$ cat config.mk
export PLATFORM = sky130hd
export DESIGN_NAME = instruction_loader
export DESIGN_NICKNAME = d
export VERILOG_FILES = /design/src/rtl/instruction_loader.sv
export SDC_FILE = /design/constraint.sdc
export NUM_CORES = 1
export LEC_CHECK = 0
export CORE_MARGIN = 4
export CORE_UTILIZATION = 47
export CTS_CLUSTER_DIAMETER = 50
export CTS_CLUSTER_SIZE = 14
export DETAILED_ROUTE_END_ITERATION = 6
export GPL_ROUTABILITY_DRIVEN = 0
export HOLD_SLACK_MARGIN = 0.12
export PLACE_DENSITY = 0.9
export SYNTH_ARGS = -nofsm -noshare
export SYNTH_HDL_FRONTEND = slang
export SYNTH_SLANG_ARGS = --single-unit
$ cat constraint.sdc
create_clock -name clk -period 1.9 [get_ports clk]
set_input_delay 0.285 -clock clk [delete_from_list [all_inputs] [get_ports clk]]
set_output_delay 0.285 -clock clk [all_outputs]
set_load 0.02 [all_outputs]
$ cat src/rtl/instruction_loader.sv
// Byte-stream program loader: pairs bytes into instruction words, writes them to
// consecutive instruction-memory addresses, zero-fills the rest, then releases the CPU.
`timescale 1ns/1ps
module instruction_loader #(
   parameter int INSTRUCTION_WIDTH = 10,
   parameter int ADDR_BITS         = 6
) (
   input  logic                         clk,
   input  logic                         rst,
   input  logic                         start,
   input  logic                         in_valid,
   input  logic [7:0]                   in_data,
   output logic                         in_ready,
   output logic                         mem_we,
   output logic [ADDR_BITS-1:0]         mem_addr,
   output logic [INSTRUCTION_WIDTH-1:0] mem_wdata,
   output logic                         cpu_hold,
   output logic                         busy,
   output logic                         done,
   output logic [ADDR_BITS:0]           count
);

   localparam logic [2:0] S_IDLE   = 3'd0;
   localparam logic [2:0] S_GET_HI = 3'd1;
   localparam logic [2:0] S_GET_LO = 3'd2;
   localparam logic [2:0] S_WRITE  = 3'd3;
   localparam logic [2:0] S_FILL   = 3'd4;
   localparam logic [2:0] S_DONE   = 3'd5;

   logic [2:0]                   state;
   logic [ADDR_BITS-1:0]         ptr;
   logic [ADDR_BITS:0]           cnt;
   logic [INSTRUCTION_WIDTH-9:0] hi_bits;
   logic [7:0]                   lo_bits;
   logic                         accept;
   logic                         last;

   assign accept = in_valid && in_ready;
   assign last   = &ptr;

   always_ff @(posedge clk) begin
      if (rst) begin
         state <= S_IDLE;
         ptr   <= '0;
         cnt   <= '0;
      end else begin
         case (state)
            S_IDLE, S_DONE: begin
               if (start) begin
                  state <= S_GET_HI;
                  ptr   <= '0;
                  cnt   <= '0;
               end
            end
            S_GET_HI: begin
               if (accept) state <= in_data[7] ? S_FILL : S_GET_LO;
            end
            S_GET_LO: begin
               if (accept) state <= S_WRITE;
            end
            S_WRITE: begin
               cnt <= cnt + 1'b1;
               // The pointer never wraps: the last address finishes the load directly.
               if (last) begin
                  state <= S_DONE;
               end else begin
                  ptr   <= ptr + 1'b1;
                  state <= S_GET_HI;
               end
            end
            S_FILL: begin
               if (last) begin
                  state <= S_DONE;
               end else begin
                  ptr <= ptr + 1'b1;
               end
            end
            default: state <= S_IDLE;
         endcase
      end
   end

   // Word assembly registers carry data only; stale contents are never written
   // because a write requires passing through GET_LO again.
   always_ff @(posedge clk) begin
      if (state == S_GET_HI && accept) hi_bits <= in_data[INSTRUCTION_WIDTH-9:0];
      if (state == S_GET_LO && accept) lo_bits <= in_data;
   end

   assign in_ready  = (state == S_GET_HI) || (state == S_GET_LO);
   assign mem_we    = (state == S_WRITE) || (state == S_FILL);
   assign mem_addr  = ptr;
   assign mem_wdata = (state == S_WRITE) ? {hi_bits, lo_bits} : '0;
   assign cpu_hold  = (state != S_DONE);
   assign busy      = (state == S_GET_HI) || (state == S_GET_LO) ||
                      (state == S_WRITE)  || (state == S_FILL);
   assign done      = (state == S_DONE);
   assign count     = cnt;

endmodule
After elaboration in Yosys (flattened, before gate mapping):

Cells that the tools add are included.
Widths: inputs -> output; s select.

* $add $sub $neg: 2
* reduce and logical (&&, ||, !) cells: 16
* eq/ne operators: 11
* muxes and demuxes: 13

Operators by type and width (count)
* $mux 3: 6
* $pmux 3 s5: 1
* $pmux 7 s2: 1
* $mux 6: 2
* $pmux 6 s2: 1
* $mux 10: 1
* $ne 2x2->1 const B: 5
* $add 7x1->7 const B: 1
* $mux 7: 1
* $add 6x1->6 const B: 1
* $eq 3x2->1 const B: 2
* $eq 3x3->1 const B: 2
* $reduce_and 6->1: 1
* $logic_or 1x1->1: 4
* $reduce_and 4->1: 1
* $reduce_bool 2->1: 2
* $reduce_or 2->1: 2
* $eq 3x1->1 const B: 1
* $logic_and 1x1->1: 3
* $logic_not 3->1: 1
* $ne 3x3->1 const B: 1
* $reduce_and 3->1: 1
* $reduce_and 2->1: 1

* logic and storage cells: 47
* register bits: 26

Logic depth before layout (Yosys ltp):

* word-level depth: 5
* mapped depth: 5
* mapped depth without buffers: 5

Worst setup path after synthesis:

Ideal clock, no wire load.

* path kind: flip-flop to flip-flop
* start point: reg state[0]
* end point: reg lo_bits[0], enable pin
* cell stages (with the launch flop): 4
* library setup time: 0.385 ns
* arrival: 1.357 ns
* slack: 0.158 ns
* cell sequence: dfxtp_1 -> buf_4 -> nand2b_1 -> nor3b_1

* longest elaborated chain between the ends: 4
* elaborated cells between the ends (all ways): 5

Ends and longest elaborated chain
* start: declaration: line 30 `logic [2:0] state;`
* start signal: assignment: line 56 `if (accept) state <= in_data[7] ? S_FILL : S_GET_LO;`
* $eq 3x1->1 or $eq 3x2->1 (tied branches): line 90, 87
* $logic_or 1x1->1: line 90 `assign in_ready = (state == S_GET_HI) || (state == S_GET_LO);`
* $logic_and 1x1->1: line 38 `assign accept = in_valid && in_ready;`
* $logic_and 1x1->1 *: line 87 `if (state == S_GET_LO && accept) lo_bits <= in_data;`
* end signal: assignment: line 87
* end: declaration: line 34 `logic [7:0] lo_bits;`

Every way passes the cells marked *; elsewhere a longest branch is shown, timed or not.
A chain may end at the register's enable or synchronous reset.

Worst setup path after layout:

* start point: reg state[2]
* end point: out mem_we

* longest elaborated chain between the ends: 2
* elaborated cells between the ends (all ways): 3

Ends and longest elaborated chain
* $eq 3x2->1 or $eq 3x3->1 (tied branches): line 91 `assign mem_we = (state == S_WRITE) || (state == S_FILL);`
* $logic_or 1x1->1 *: line 91
* end: declaration: line 14 `output logic mem_we,`

Marks and branches as above.

==> flow_metrics.tcl <==
set metrics [dict create \
    status "finished clean" \
    path_clk_slew_ps 150 \
    skew_ps 5.58 \
    hold_viol_final 0 \
    dieArea_sq_um 3900 \
    grt_pass1_wl_mm 6.40 \
    coreArea_sq_um 2810 \
    crit_type "flop to primary output" \
    die_w_microns 62.4 \
    grt_max_degree 18 \
    antenna_found_initial 0 \
    power_density_nw_per_um2 1020 \
    ys.flop_type "dfxtp_1" \
    antenna_left 0 \
    yosysSeqAreaShare 0.446 \
    clk_latency_ps 330 \
    yosysTopAreaCell "dfxtp_1" \
    drc 0 \
    synth.top_cells.by_area "dfxtp_1, edfxtp_1, and3_1" \
    synth_seq_cells 26 \
    worstPathMaxFanout 3 \
    crit_path_max_incr_delay_ps 410 \
    synth_cells 152 \
    clock.fmax_mhz 549 \
    htree_levels 1 \
    row_count 19 \
    drive_gt1_frac 0.150 \
    timing.critical_path.buf_inv 1 \
    synth_fp_nets 166 \
    area_growth_pct 36.5 \
    slew-limit-headroom 0.768 \
    setup_viol 0 \
    drt-pass1-iter-count 4 \
    dp_hpwl_mm 2.79 \
    multi_input_area_sq_um 719 \
    worstPathArrival_ps 1540 \
    finish.utilization 0.678 \
    numCtsBuffers 3 \
    cts_sinks 26 \
    crit_chain "or3b_4, nand2_2, dlygate4sd2_1" \
    grt_pass1_vias 1408 \
    yosysWarnings 0 \
    nFillCells 213 \
    tightest_slew_ps 344 \
    syn_area_per_cell_sq_um 9.16 \
    die_y_microns 62.4 \
    drt_wl_total_mm 3.81 \
    cts-root-buf "clkbuf_4" \
    synth_edf_count 10 \
    post-route-period-util 0.959 \
    netlist.area_leader.share 0.230 \
    crit_required_ps 1620 \
    wl_per_cell_microns 16.5 \
    hold_path.class "flop to flop" \
    stdcell_count 231 \
    ios 40 \
    synth_cell_types 40 \
    post_synth_instance_area_sq_um 1390 \
    cts_tree "done" \
    crit_family "simple AND/OR/NAND/NOR gates" \
    async_reset_ff_frac 0 \
    critPathCaptureType "primary output" \
    crit_slowest_cell "or3b_4" \
    viasPerCell 6.13 \
    grtUsageTotal 0.198 \
    rsz0062_at_grt "no" \
    ir_drop_mv 0.576 \
    finalNetCount 215 \
    port_buffers 39 \
    dp.cells 227 \
    cts_max_path_buffers 2 \
    drtIter0Drc 63 \
    seq_area_sq_um 622 \
    grt_overflow 0 \
    leakagePower_uw 0.000779 \
    slew_violations 0 \
    cp-start-kind "flop" \
    placed_cell_area_sq_um 1880 \
    vias 1416 \
    tns_ps 0 \
    initial_core_util 0.496 \
    period_needed_ps 1820 \
    cap_violations 0 \
    fin_area_sq_um 1900 \
    diodes 0 \
]
Yosys cell counts, types with 2 or more instances:
cell type  count
nor2b_1        2
o211ai_1       3
nand2_1       14
and3_1        13
and2_1         2
nor3_1         4
a211oi_1       2
or2_2          3
ha_1           2
a22o_1         2
nor3b_1        3
a31oi_1        5
a311oi_1       7
dfxtp_1       16
edfxtp_1      10
nor2_1         9
buf_4          2
a21oi_1        8
clkbuf_1       4
o21ai_0        6
nand2b_1       5
nand3_1        8
inv_1          5
flip-flops by register name, summed over array words and instances, names as in the netlist:
name / cells
lo_bits: 8
count: 7
mem_addr: 6
state: 3
hi_bits: 2
layer usage:
| layer | wire [microns] | vias up | global-route usage |
|---|---|---|---|
| li1 | - | 671 | - |
| met1 | 1540 | 651 | 0.226 |
| met2 | 1910 | 85 | 0.353 |
| met3 | 292 | 9 | 0.0468 |
| met4 | 74 | 0 | 0.0799 |
| met5 | 0 | - | 0 |
placed cells by master, fill, tap and decap left out, drive strengths merged, types with 2 or more instances in the layout:
master / instances
o21ai: 7
o211ai: 4
clkbuf: 6
mux2: 2
dfxtp: 16
nand2b: 5
edfxtp: 10
buf: 12
and3: 13
nand3: 8
or2: 3
a31oi: 5
nor3: 4
a211oi: 2
nor3b: 3
a311oi: 7
a22o: 2
and2: 2
nor2b: 2
nand2: 15
clkdlybuf4s50: 24
dlygate4sd2: 13
a21oi: 8
ha: 2
nor2: 9
inv: 5
worst reg2reg max path: cells and delay by family, from the launching register on:
family	cells	cell delay [ps]
compound gates	2	390
buf+inv	2	380
flops	1	350
mux	1	330
simple gates	1	210
timing repair:
action / 4_1_cts / 5_1_grt
pin swaps: 0 / 0
resized for setup: 17 / 5
endpoints found under the setup margin: 15 / 2
buffers inserted: 0 / 0
hold buffers: 0 / 0
through the flow:
stage          hold WS, ps  total power, uW  worst slack, ps
5_1_grt                475             2040             17.1
4_1_cts                498             1930             54.9
6_report               498             1930             78.7
2_1_floorplan          357             1290              158
3_5_place_dp           475             1640             67.2
3_3_place_gp           466             1590              107
final timing paths:
| path | from | to | slack, ps | depth (start not counted) |
|---|---|---|---|---|
| setup / recovery | state[2]$_SDFFE_PP0P_ | mem_we | 80 | 3 |
| hold / removal | count[6]$_SDFFE_PP0P_ | count[6]$_SDFFE_PP0P_ | 500 | 1 |
| setup reg to reg | state[2]$_SDFFE_PP0P_ | mem_addr[1]$_SDFFE_PP0P_ | 150 | 6 |
| hold reg to reg | count[6]$_SDFFE_PP0P_ | count[6]$_SDFFE_PP0P_ | 500 | 1 |
cell type report:
class                           instances  area share
Sequential cell                        26       0.327
Timing Repair Buffer                   51       0.239
Multi-Input combinational cell        114       0.379
Tap cell                               31      0.0204
Clock buffer                            4      0.0250
Inverter                                5     0.00987
cells by family after synthesis:
family                   synth area share
XOR/XNOR                          0.00629
flip-flops                          0.446
adder cells (fa/ha/maj)            0.0180
buffers and inverters              0.0386
multiplexers                       0.0261
AO/OA/AOI/OAI                       0.208
AND/OR/NAND/NOR                     0.257
report_power, final:
group	internal, uW	total, uW	switching, uW
combinational	374	923	549
clock	161	333	172
sequential	636	678	42.7
total	1170	1930	764
No activity file was read; power rests on OpenSTA's default activity.
==> RTL change: new RTL, same settings <==
Reset style: asynchronous (`rst`), changed in one clocked block.
--- a/src/rtl/instruction_loader.sv
+++ b/src/rtl/instruction_loader.sv
@@ -38,7 +38,7 @@
    assign accept = in_valid && in_ready;
    assign last   = &ptr;
 
-   always_ff @(posedge clk) begin
+   always_ff @(posedge clk or posedge rst) begin
       if (rst) begin
          state <= S_IDLE;
          ptr   <= '0;
Check against the original RTL: differs if rst is asserted again (counterexample within 4 cycles, from zero or initial values and one cycle with rst high); with rst held inactive, the same outputs for 10 cycles.
==> RTL change against the original RTL <==
Sequential cell count did not move; register-to-register slack lost 0.04 ns; area after synthesis grew 2.2%; final cell count is 3.9% lower; sequential power increased by 3%; cell area rose by 3.0%; total power grew 19%; routed wire length down 5.7%; worst setup slack got worse by 0.012 ns; first-iteration DRC count shrank 46%; worst hold slack got worse by 0.18 ns; critical endpoint is now mem_addr[5]; largest cell class is now sequential cells.
==> RTL change: results (changes against the original RTL) <==
status=complete, no violations (unchanged); Mapped Avg Cell Area=10.3 sq um (was 9.16 sq um); via count=1,271 (was 1,416); Worst path slowest cell=clkdlybuf4s50_1 (was or3b_4); Hold/Removal Path Class=in -> async (was reg -> reg); post_cts resized=36 (was 17); global-route wire length before repair=5950 um (was 6400 um); library cells used by synthesis=44 (was 40); largest net degree at the start of global routing=17 (was 18); setup slack at placement=0.0194 ns (was 0.0672 ns); FFs w/ async S/R, synth=61.5% (was 0%); Max FO, Critical Path=7 (was 3); clock share of power=14.5% (was 17.2%); Slew @ Worst Pin=0.639 ns (was 0.344 ns); placed instance area=1950 sq um (was 1880 sq um); fin cells=222 (was 231); commonest cells in the netlist=dfrtp_1 (16), and2_1 (10), edfxtp_1 (10), nand2_1 (10), nor2_1 (10) (was dfxtp_1 (16), nand2_1 (14), and3_1 (13), edfxtp_1 (10), nor2_1 (9)); Setup Skew=0.00265 ns (was 0.00558 ns); met2 Use GR=32.8% (was 35.3%); Total GRT Usage=18.5% (was 19.8%); M1 GR Usage=21.7% (was 22.6%); cell family with most CP delay=buffers and inverters (was simple AND/OR/NAND/NOR gates); slowest stage delay, CP=0.67 ns (was 0.41 ns); met3 GRT Util=4.32% (was 4.68%); sequential share of power=30.3% (was 35.1%); Syn Nets=152 (was 166); drt initial violations=34 (was 63); WL per Instance=16.2 um (was 16.5 um); layout cells sized above 1=23.0% (was 15.0%); Critical Path Source=mem_addr[5] (was state[2]); origin of the critical flop-to-flop path=state[1] (was state[2]); critical path endpoint=mem_addr[5] (was mem_we); maximum vdd drop=0.000803 V (was 0.000576 V); CTS Buf Count=3 (unchanged); ranking of synthesized cells by area=dfrtp_1 (28%), edfxtp_1 (21%), and2_1 (4.4%) (was dfxtp_1 (23%), edfxtp_1 (22%), and3_1 (5.8%)); most instantiated library cell after synthesis=dfrtp_1 (was dfxtp_1); Final Net Count=206 (was 215); Sw Share=40.1% (was 39.5%)
==> RTL change: changes by cell type in the layout (fill, tap and decap cells not counted), moves of 7 or more <==
| cell | unedited run | this run |
|---|---|---|
| dfrtp_1 | 0 | 16 |
| buf_2 | 0 | 8 |
| and2_1 | 1 | 10 |
| dlygate4sd2_1 | 13 | 2 |
| dfxtp_1 | 15 | 0 |
| and3_1 | 13 | 3 |
| a311oi_1 | 7 | 0 |
==> RTL change: cell type report <==
| cell class | instances | share of cell area [%] |
|---|---|---|
| Tap cell | 31 | 1.98 |
| Inverter | 7 | 1.34 |
| Timing Repair Buffer | 56 | 23.7 |
| Clock buffer | 4 | 2.43 |
| Sequential cell | 26 | 35.8 |
| Multi-Input combinational cell | 98 | 34.8 |
==> RTL change: worst min path at each step <==
stage	start	endpoint	slack [ns]	cells past startpoint
global route	rst	count[0]	0.38	2
CTS	rst	count[1]	0.34	2
detailed placement	count[3]	count[3]	0.52	1
finish	rst	count[1]	0.31	2
floorplan	rst	count[0]	0.20	1
global placement	count[2]	count[2]	0.49	1
==> RTL change: cell families after synthesis <==
kind of cell | synth area share (%)
compound gates | 20.4
xor+xnor | 1.85
fa+ha+maj | 1.76
buf+inv | 4.48
flops | 49.2
mux | 1.76
simple gates | 20.6
==> RTL change: layer usage <==
| layer | up-vias | routed length [um] | part of all wire (%) |
|---|---|---|---|
| li1 | 611 | - | - |
| met1 | 601 | 1540 | 43 |
| met2 | 54 | 1800 | 50 |
| met3 | 5 | 205 | 5.7 |
| met4 | 0 | 40 | 1.1 |
| met5 | - | 0 | 0 |
==> RTL change: worst reg2reg max path, stage by stage, from the launching register on <==
cell and delay, ns:
dfrtp_1 0.41, buf_4 0.16, buf_4 0.18, nand3b_1 0.21, and3_1 0.22, or2_1 0.28, a22o_1 0.25
